--- src/rtl/led_pattern_pkg.sv ---
// Shared definitions for the LED pattern engine: mode encodings and bounce FSM states.
package led_pattern_pkg;

    localparam logic [1:0] MODE_ROL    = 2'b00;
    localparam logic [1:0] MODE_ROR    = 2'b01;
    localparam logic [1:0] MODE_BOUNCE = 2'b10;
    localparam logic [1:0] MODE_HOLD   = 2'b11;

    typedef enum logic {
        UP   = 1'b0,
        DOWN = 1'b1
    } bounce_state_t;

endpackage

--- src/rtl/tick_divider.sv ---
// Clock-enable divider: pulses tick for one cycle every DIV cycles of run=1; holds while run=0.
module tick_divider
    import led_pattern_pkg::*;
#(
    parameter int DIV = 25000000
) (
    input  logic initial_clk,
    input  logic initial_reset,
    input  logic run,
    output logic tick
);

    localparam int             CW   = $clog2(DIV);
    localparam logic [CW-1:0]  LAST = CW'(DIV - 1);

    logic [CW-1:0] count;

    assign tick = run && (count == LAST);

    always_ff @(posedge initial_clk) begin
        if (initial_reset) begin
            count <= '0;
        end else if (tick) begin
            count <= '0;
        end else if (run) begin
            count <= count + CW'(1);
        end
    end

endmodule

--- src/rtl/led_pattern_engine.sv ---
// LED pattern engine: rotate-left/right, bounce and hold on a divided clock-enable.
// Bounce FSM is present only when LED_BOUNCE_EN is defined; otherwise mode 10 acts as hold.
module led_pattern_engine
    import led_pattern_pkg::*;
#(
    parameter int               WIDTH = 8,
    parameter int               DIV   = 25000000,
    parameter logic [WIDTH-1:0] SEED  = WIDTH'(1)
) (
    input  logic             initial_clk,
    input  logic             initial_reset,
    input  logic             run,
    input  logic [1:0]       mode,
    input  logic             load,
    input  logic [WIDTH-1:0] load_data,
    output logic [WIDTH-1:0] rotate_answer,
    output logic             step_tick,
    output logic             wrap
);

    logic             tick;
    logic             div_clear;
    logic [WIDTH-1:0] pat_next;
    logic             wrap_next;
    logic [WIDTH-1:0] rol;
    logic [WIDTH-1:0] ror;

    // A load restarts the step period, so it clears the divider like a reset.
    assign div_clear = initial_reset | load;

    tick_divider #(
        .DIV(DIV)
    ) u_div (
        .initial_clk  (initial_clk),
        .initial_reset(div_clear),
        .run          (run),
        .tick         (tick)
    );

    assign rol = {rotate_answer[WIDTH-2:0], rotate_answer[WIDTH-1]};
    assign ror = {rotate_answer[0], rotate_answer[WIDTH-1:1]};

`ifdef LED_BOUNCE_EN
    bounce_state_t state;
    bounce_state_t state_next;

    always_ff @(posedge initial_clk) begin
        if (initial_reset) begin
            state <= UP;
        end else if (load) begin
            state <= UP;
        end else if (tick) begin
            state <= state_next;
        end
    end
`endif

    always_comb begin
        pat_next  = rotate_answer;
        wrap_next = 1'b0;
`ifdef LED_BOUNCE_EN
        state_next = state;
`endif
        case (mode)
            MODE_ROL: begin
                pat_next  = rol;
                wrap_next = rotate_answer[WIDTH-1];
            end
            MODE_ROR: begin
                pat_next  = ror;
                wrap_next = rotate_answer[0];
            end
`ifdef LED_BOUNCE_EN
            MODE_BOUNCE: begin
                // Reversal and the first step in the new direction happen together.
                if (state == UP) begin
                    if (rotate_answer[WIDTH-1]) begin
                        state_next = DOWN;
                        pat_next   = ror;
                        wrap_next  = 1'b1;
                    end else begin
                        pat_next = rol;
                    end
                end else begin
                    if (rotate_answer[0]) begin
                        state_next = UP;
                        pat_next   = rol;
                        wrap_next  = 1'b1;
                    end else begin
                        pat_next = ror;
                    end
                end
            end
`endif
            default: begin
                pat_next  = rotate_answer;
                wrap_next = 1'b0;
            end
        endcase
    end

    always_ff @(posedge initial_clk) begin
        if (initial_reset) begin
            rotate_answer <= SEED;
            step_tick     <= 1'b0;
            wrap          <= 1'b0;
        end else if (load) begin
            rotate_answer <= load_data;
            step_tick     <= 1'b0;
            wrap          <= 1'b0;
        end else begin
            step_tick <= tick;
            wrap      <= tick & wrap_next;
            if (tick) begin
                rotate_answer <= pat_next;
            end
        end
    end

endmodule

--- config.mk ---
export PLATFORM = sky130hd
export DESIGN_NAME = led_pattern_engine
export DESIGN_NICKNAME = d
export VERILOG_FILES = /design/src/rtl/led_pattern_pkg.sv /design/src/rtl/tick_divider.sv /design/src/rtl/led_pattern_engine.sv
export SDC_FILE = /design/constraint.sdc
export NUM_CORES = 1
export LEC_CHECK = 0
export BUFFER_PORTS_ARGS = -buffer_cell sky130_fd_sc_hd__buf_2
export CORE_UTILIZATION = 25
export DETAILED_ROUTE_END_ITERATION = 8
export MAX_ROUTING_LAYER = met4
export PLACE_DENSITY_LB_ADDON = 0.12
export SLEW_MARGIN = 30
export SYNTH_ARGS = -nofsm -noshare
export SYNTH_HDL_FRONTEND = slang
export SYNTH_SLANG_ARGS = --single-unit
--- constraint.sdc ---
create_clock -name initial_clk -period 5.3 [get_ports initial_clk]
set_input_delay 0.53 -clock initial_clk [delete_from_list [all_inputs] [get_ports initial_clk]]
set_output_delay 0.53 -clock initial_clk [all_outputs]
set_load 0.01 [all_outputs]
; ---- After elaboration in Yosys (flattened, before gate mapping)
; Cells that the tools add are included.
[op_classes]
add_sub_neg = 1
mul = 0
n_div = 0
n_lt_le_gt_ge = 0
n_eq_ne = 2
shift = 0
n_mux = 4
bitwise = 2
reduce_logical = 7
[op_table]
columns = operator, n
row1 = 25-bit by 1-bit adder with 25-bit output (second input constant), 1
row2 = 25-bit equality test (second input constant), 1
row3 = 8-bit 2-to-1 mux, 2
row4 = 8-bit case mux with 2 select lines, 1
row5 = 2-bit OR reduction, 2
row6 = 3-bit nonzero test, 1
row7 = 2-bit by 1-bit equality test with 1-bit output (second input constant), 1
row8 = 2-bit zero test, 1
row9 = 1-bit case mux with 2 select lines, 1
row10 = 2-bit AND reduction, 1
row11 = 2-bit nonzero test, 1
row12 = 1-bit bitwise AND, 1
row13 = 1-bit logical AND, 1
row14 = 1-bit bitwise OR, 1
[word_totals]
regBits = 35
latchBits = 0
ram_bits = 0
rom_bits = 0
mem_count = 0

; ---- Longest topological paths before layout
[depth]
ltp_word = 4
depth_mapped = 7

; ---- Cells and area by module
; From an unflattened synthesis, not the netlist that was laid out.
[hier_totals]
cells_unflattened = 218
hier_area_um2 = 1888.1
[by_module_without_submodules]
columns = mod, instances, cells_per_inst, area_each_um2
row1 = tick_divider, 1, 146, 1271.2
row2 = led_pattern_engine, 1, 72, 616.8

; ---- Worst setup path before layout
; OpenSTA, ideal clock, no wires.
[synth_timing]
path_kind = input to register
startpoint = input port run
endpoint = register u_div.count[23]
setup_ns = 0.070
arrival_ns = 1.804
required_ns = 5.230
setup_slack_ns = 3.427
path_stages = 7
path_buffers = 3
cell_sequence = buf_4 -> and4_1 -> buf_2 -> nand4_2 -> buf_6 -> or4_1 -> a21oi_1
[synth_via]
elab_chain_cells = 2
[synth_rtl]
columns = item, line_no
row1 = "start, declared", led_pattern_engine.sv:12  ; input logic run,
row2 = 1-bit logical AND, tick_divider.sv:18  ; assign tick = run && (count == LAST);
row3 = 2-bit OR reduction (no source line), -
row4 = "end signal, assigned", tick_divider.sv:26  ; count <= count + CW'(1);
row5 = "end, declared", tick_divider.sv:16  ; logic [CW-1:0] count;
; Parallel ways exist; a longest one is shown, timed or not.
; A chain may end at the register's enable or synchronous reset.

; ---- Worst setup path after layout
[layout_timing]
startpoint = register u_div.count[15]
endpoint = register u_div.count[17]
[layout_via]
elab_chain_cells = 3
word_cells_on_any_way = 4
cone_classes = add/sub: 1 / eq/ne: 1 / reduce/logical: 2
[layout_rtl]
columns = item
row1 = branches (longest 3 deep; another with 25-bit by 1-bit adder with 25-bit output)
; Parallel ways; which one is timed is not known.

==> run_results.csv <==
group,metric,value,unit
pwr,cellPowerDensity,234,mW/mm2
floorplanning,die_w,89.0,um
logic_synthesis,synth-seq-area-share,0.370,
global_route,grt-ovfl-total,0,
cts,clk_pin_slew,0.07,ns
global_route,grt_pass1_vias,1460,
floorplanning,die_h,89.0,um
logic_synthesis,synth_cells,202,
run_status,status,"completed",
cts,post-cts-setup-buffers,0,
layout,area.growth.synth_to_final,12.7,%
timing,slew_headroom,0.549,
layout,final_layout_size_suffix_gt1_frac,0.256,
layout,fin_nets,237,
detailed_routing,drc,0,
worst_setup_path,cp_cell_sequence,"nor4b_4, nand4_4, o41ai_4, buf_4, a21oi_1",
detailed_routing,drtIter0Drc,75,
worst_setup_path,end_kind,"flip-flop",
cts,htree_num_levels,2,
worst_setup_path,path_class,"flip-flop to flip-flop",
run,cap_violations,0,
cts,numCtsBuffers,5,
logic_synthesis,synth-main-ff-cell,"dfxtp_1",
detailed_routing,first_pass_iters,4,
timing,skew,0.00592,ns
floorplanning,ios,24,
timing,tightest_slew,0.674,ns
floorplanning,start_util,0.260,
logic_synthesis,netlist.area_leader.share,0.370,
worst_setup_path,critical_path_buf_inv_count,1,
place,dpl.hpwl,2.98,mm
worst_setup_path,arrival,2.42,ns
timing,fmax,444,MHz
timing,post-route-period-util,0.425,
worst_setup_path,max_stage_delay,0.74,ns
cts,ctsResizeCount,0,
hold_path,min_path_type,"primary input to flip-flop",
logic_synthesis,synth_warnings,0,
timing,hold_violations,0,
worst_setup_path,cp.required,5.47,ns
logic_synthesis,synth_cell_type_count,42,
global_route,track_usage,0.122,
cts,cts_tree,"built",
logic_synthesis,async_flop_share,0,
layout,fill_cells,820,
logic_synthesis,avgSynthCellArea,9.37,um2
logic_synthesis,syn_area,0.00189,mm2
logic_synthesis,synth_top_area_cell,"dfxtp_1",
cts,clkLatencyLatePin,0.29,ns
logic_synthesis,ys_seq_elements,35,
timing,holdWs,0.435,ns
timing,maxSlewViolCount,0,
cts,clockBufferDepth,2,
detailed_routing,ant_nets,0,
timing,rsz0062_at_grt,"false",
logic_synthesis,syn-num-nets,217,
global_route,antenna_found_initial,0,
layout,antenna_cells,0,
detailed_routing,via_count,1547,
detailed_routing,drt-total-wl,4.20,mm
floorplanning,die_area,0.00792,mm2
timing,final.setup.tns,0,ns
floorplanning,core-area,0.00729,mm2
worst_setup_path,cpMaxStageDelayCell,"o41ai_4",
place,gp_congestion,0.701,
worst_setup_path,crit_family,"compound AO/OA/AOI/OAI gates",
global_route,grt_first_pass_wirelength,7.21,mm
worst_setup_path,cp-start-kind,"flip-flop",
logic_synthesis,synth_edf_count,0,
logic_synthesis,synth.area.top_cells,"dfxtp_1, a21oi_1, mux2_2, o31ai_1, o41ai_1",
worst_setup_path,cp_max_fo,15,
floorplanning,row_count,31,
timing,fin_crit,2.25,ns
cts,cts_hold_buf,0,
global_route,grt_max_degree,28,
pwr,power.leakage,0.729,nW
cts,clock-sinks,35,
cts,cts_root_buffer,"clkbuf_8",
detailed_routing,via_per_inst,4.80,
place,port_buffers,23,
detailed_routing,routedWlPerCell,13.0,um
timing,finalSetupViolCount,0,
pwr,vdd_drop_max,85.1,uV
==> report_power, final <==
group	internal [mW]	switching, mW
clock	0.0900	0.103
combinational	0.0165	0.0174
sequential	0.267	0.00472
total	0.373	0.125
==> placed cells by master (no fill, tap or decap), drive strengths merged, types with 5 or more instances in the layout <==
cell and count:
o31ai 9, nand2 15, a21oi 22, or4 8, nand3 9, o21ai 12
o41ai 8, clkbuf 5, mux2 8, or3 5, xor2 7, nand4 9
nor2 14, dfxtp 35, buf 25
==> state kept, by name, summed over array words and instances, names as in the netlist <==
register	count
rotate_answer	8
step_tick	1
u_div.count	25
wrap	1
==> synth_stat cells (3+ instances only) <==
cell	number
dfxtp_1	35
a21oi_1	22
nand2_1	15
nor2_1	10
o21ai_0	10
nand3_1	9
o31ai_1	9
mux2_2	8
or4_1	8
o41ai_1	7
xor2_1	7
nand4_1	6
nor2_2	4
or3_1	4
xnor2_1	4
and2_1	3
and4_1	3
buf_6	3
==> kinds of logic (layout without fill, tap and decap cells) <==
logic type,Yosys count,after routing,share of synthesized area
AND/OR/NAND/NOR,81,81,0.288
AO/OA/AOI/OAI,51,51,0.173
flip-flops,35,35,0.370
buffers and inverters,13,34,0.0535
XOR/XNOR,11,11,0.0509
multiplexers,10,10,0.0582
adder cells (fa/ha/maj),1,1,0.00661
==> metal layers <==
| layer | share of wire | GRT usage |
|---|---|---|
| met1 | 0.54 | 0.171 |
| met2 | 0.42 | 0.169 |
| met3 | 0.026 | 0.0277 |
| met4 | 0.016 | 0.0476 |
| met5 | 0 | - |
==> tightest hold or removal path: stages <==
cell and delay [ns]:
buf_2 0.08, nand2_1 0.04, o21ai_1 0.05
==> stage by stage <==
step	power, mW	util	area (um2)	cells	worst slack, ns
after floorplan	0.299	-	1890	202	3.43
after global placement	0.313	0.281	2050	314	2.94
after detailed placement	0.313	0.281	2050	314	2.93
after CTS	0.508	0.293	2130	322	2.99
after global routing	0.523	0.293	2130	322	2.83
final	0.498	0.293	2130	322	3.05
==> path summary, 6_finish.rpt <==
kind / startpoint / end / slack, ns / cells past startpoint
worst max-delay path: u_div.count[15] / u_div.count[17] / 3.05 / 5
worst min-delay path: load_data[4] / rotate_answer[4] / 0.43 / 3
worst max register to register: u_div.count[15] / u_div.count[17] / 3.05 / 5
worst min register to register: u_div.count[22] / u_div.count[22] / 0.49 / 2
==> layout make-up <==
| class | count | area, um2 | share of cell area |
|---|---|---|---|
| Tap cell | 99 | 124 | 0.0581 |
| Timing Repair Buffer | 25 | 130 | 0.0610 |
| Clock buffer | 5 | 68.8 | 0.0323 |
| Sequential cell | 35 | 701 | 0.328 |
| Clock inverter | 3 | 15.0 | 0.00704 |
| Multi-Input combinational cell | 154 | 1090 | 0.511 |
| Inverter | 1 | 3.75 | 0.00176 |
(Power assumes the default switching activity.)
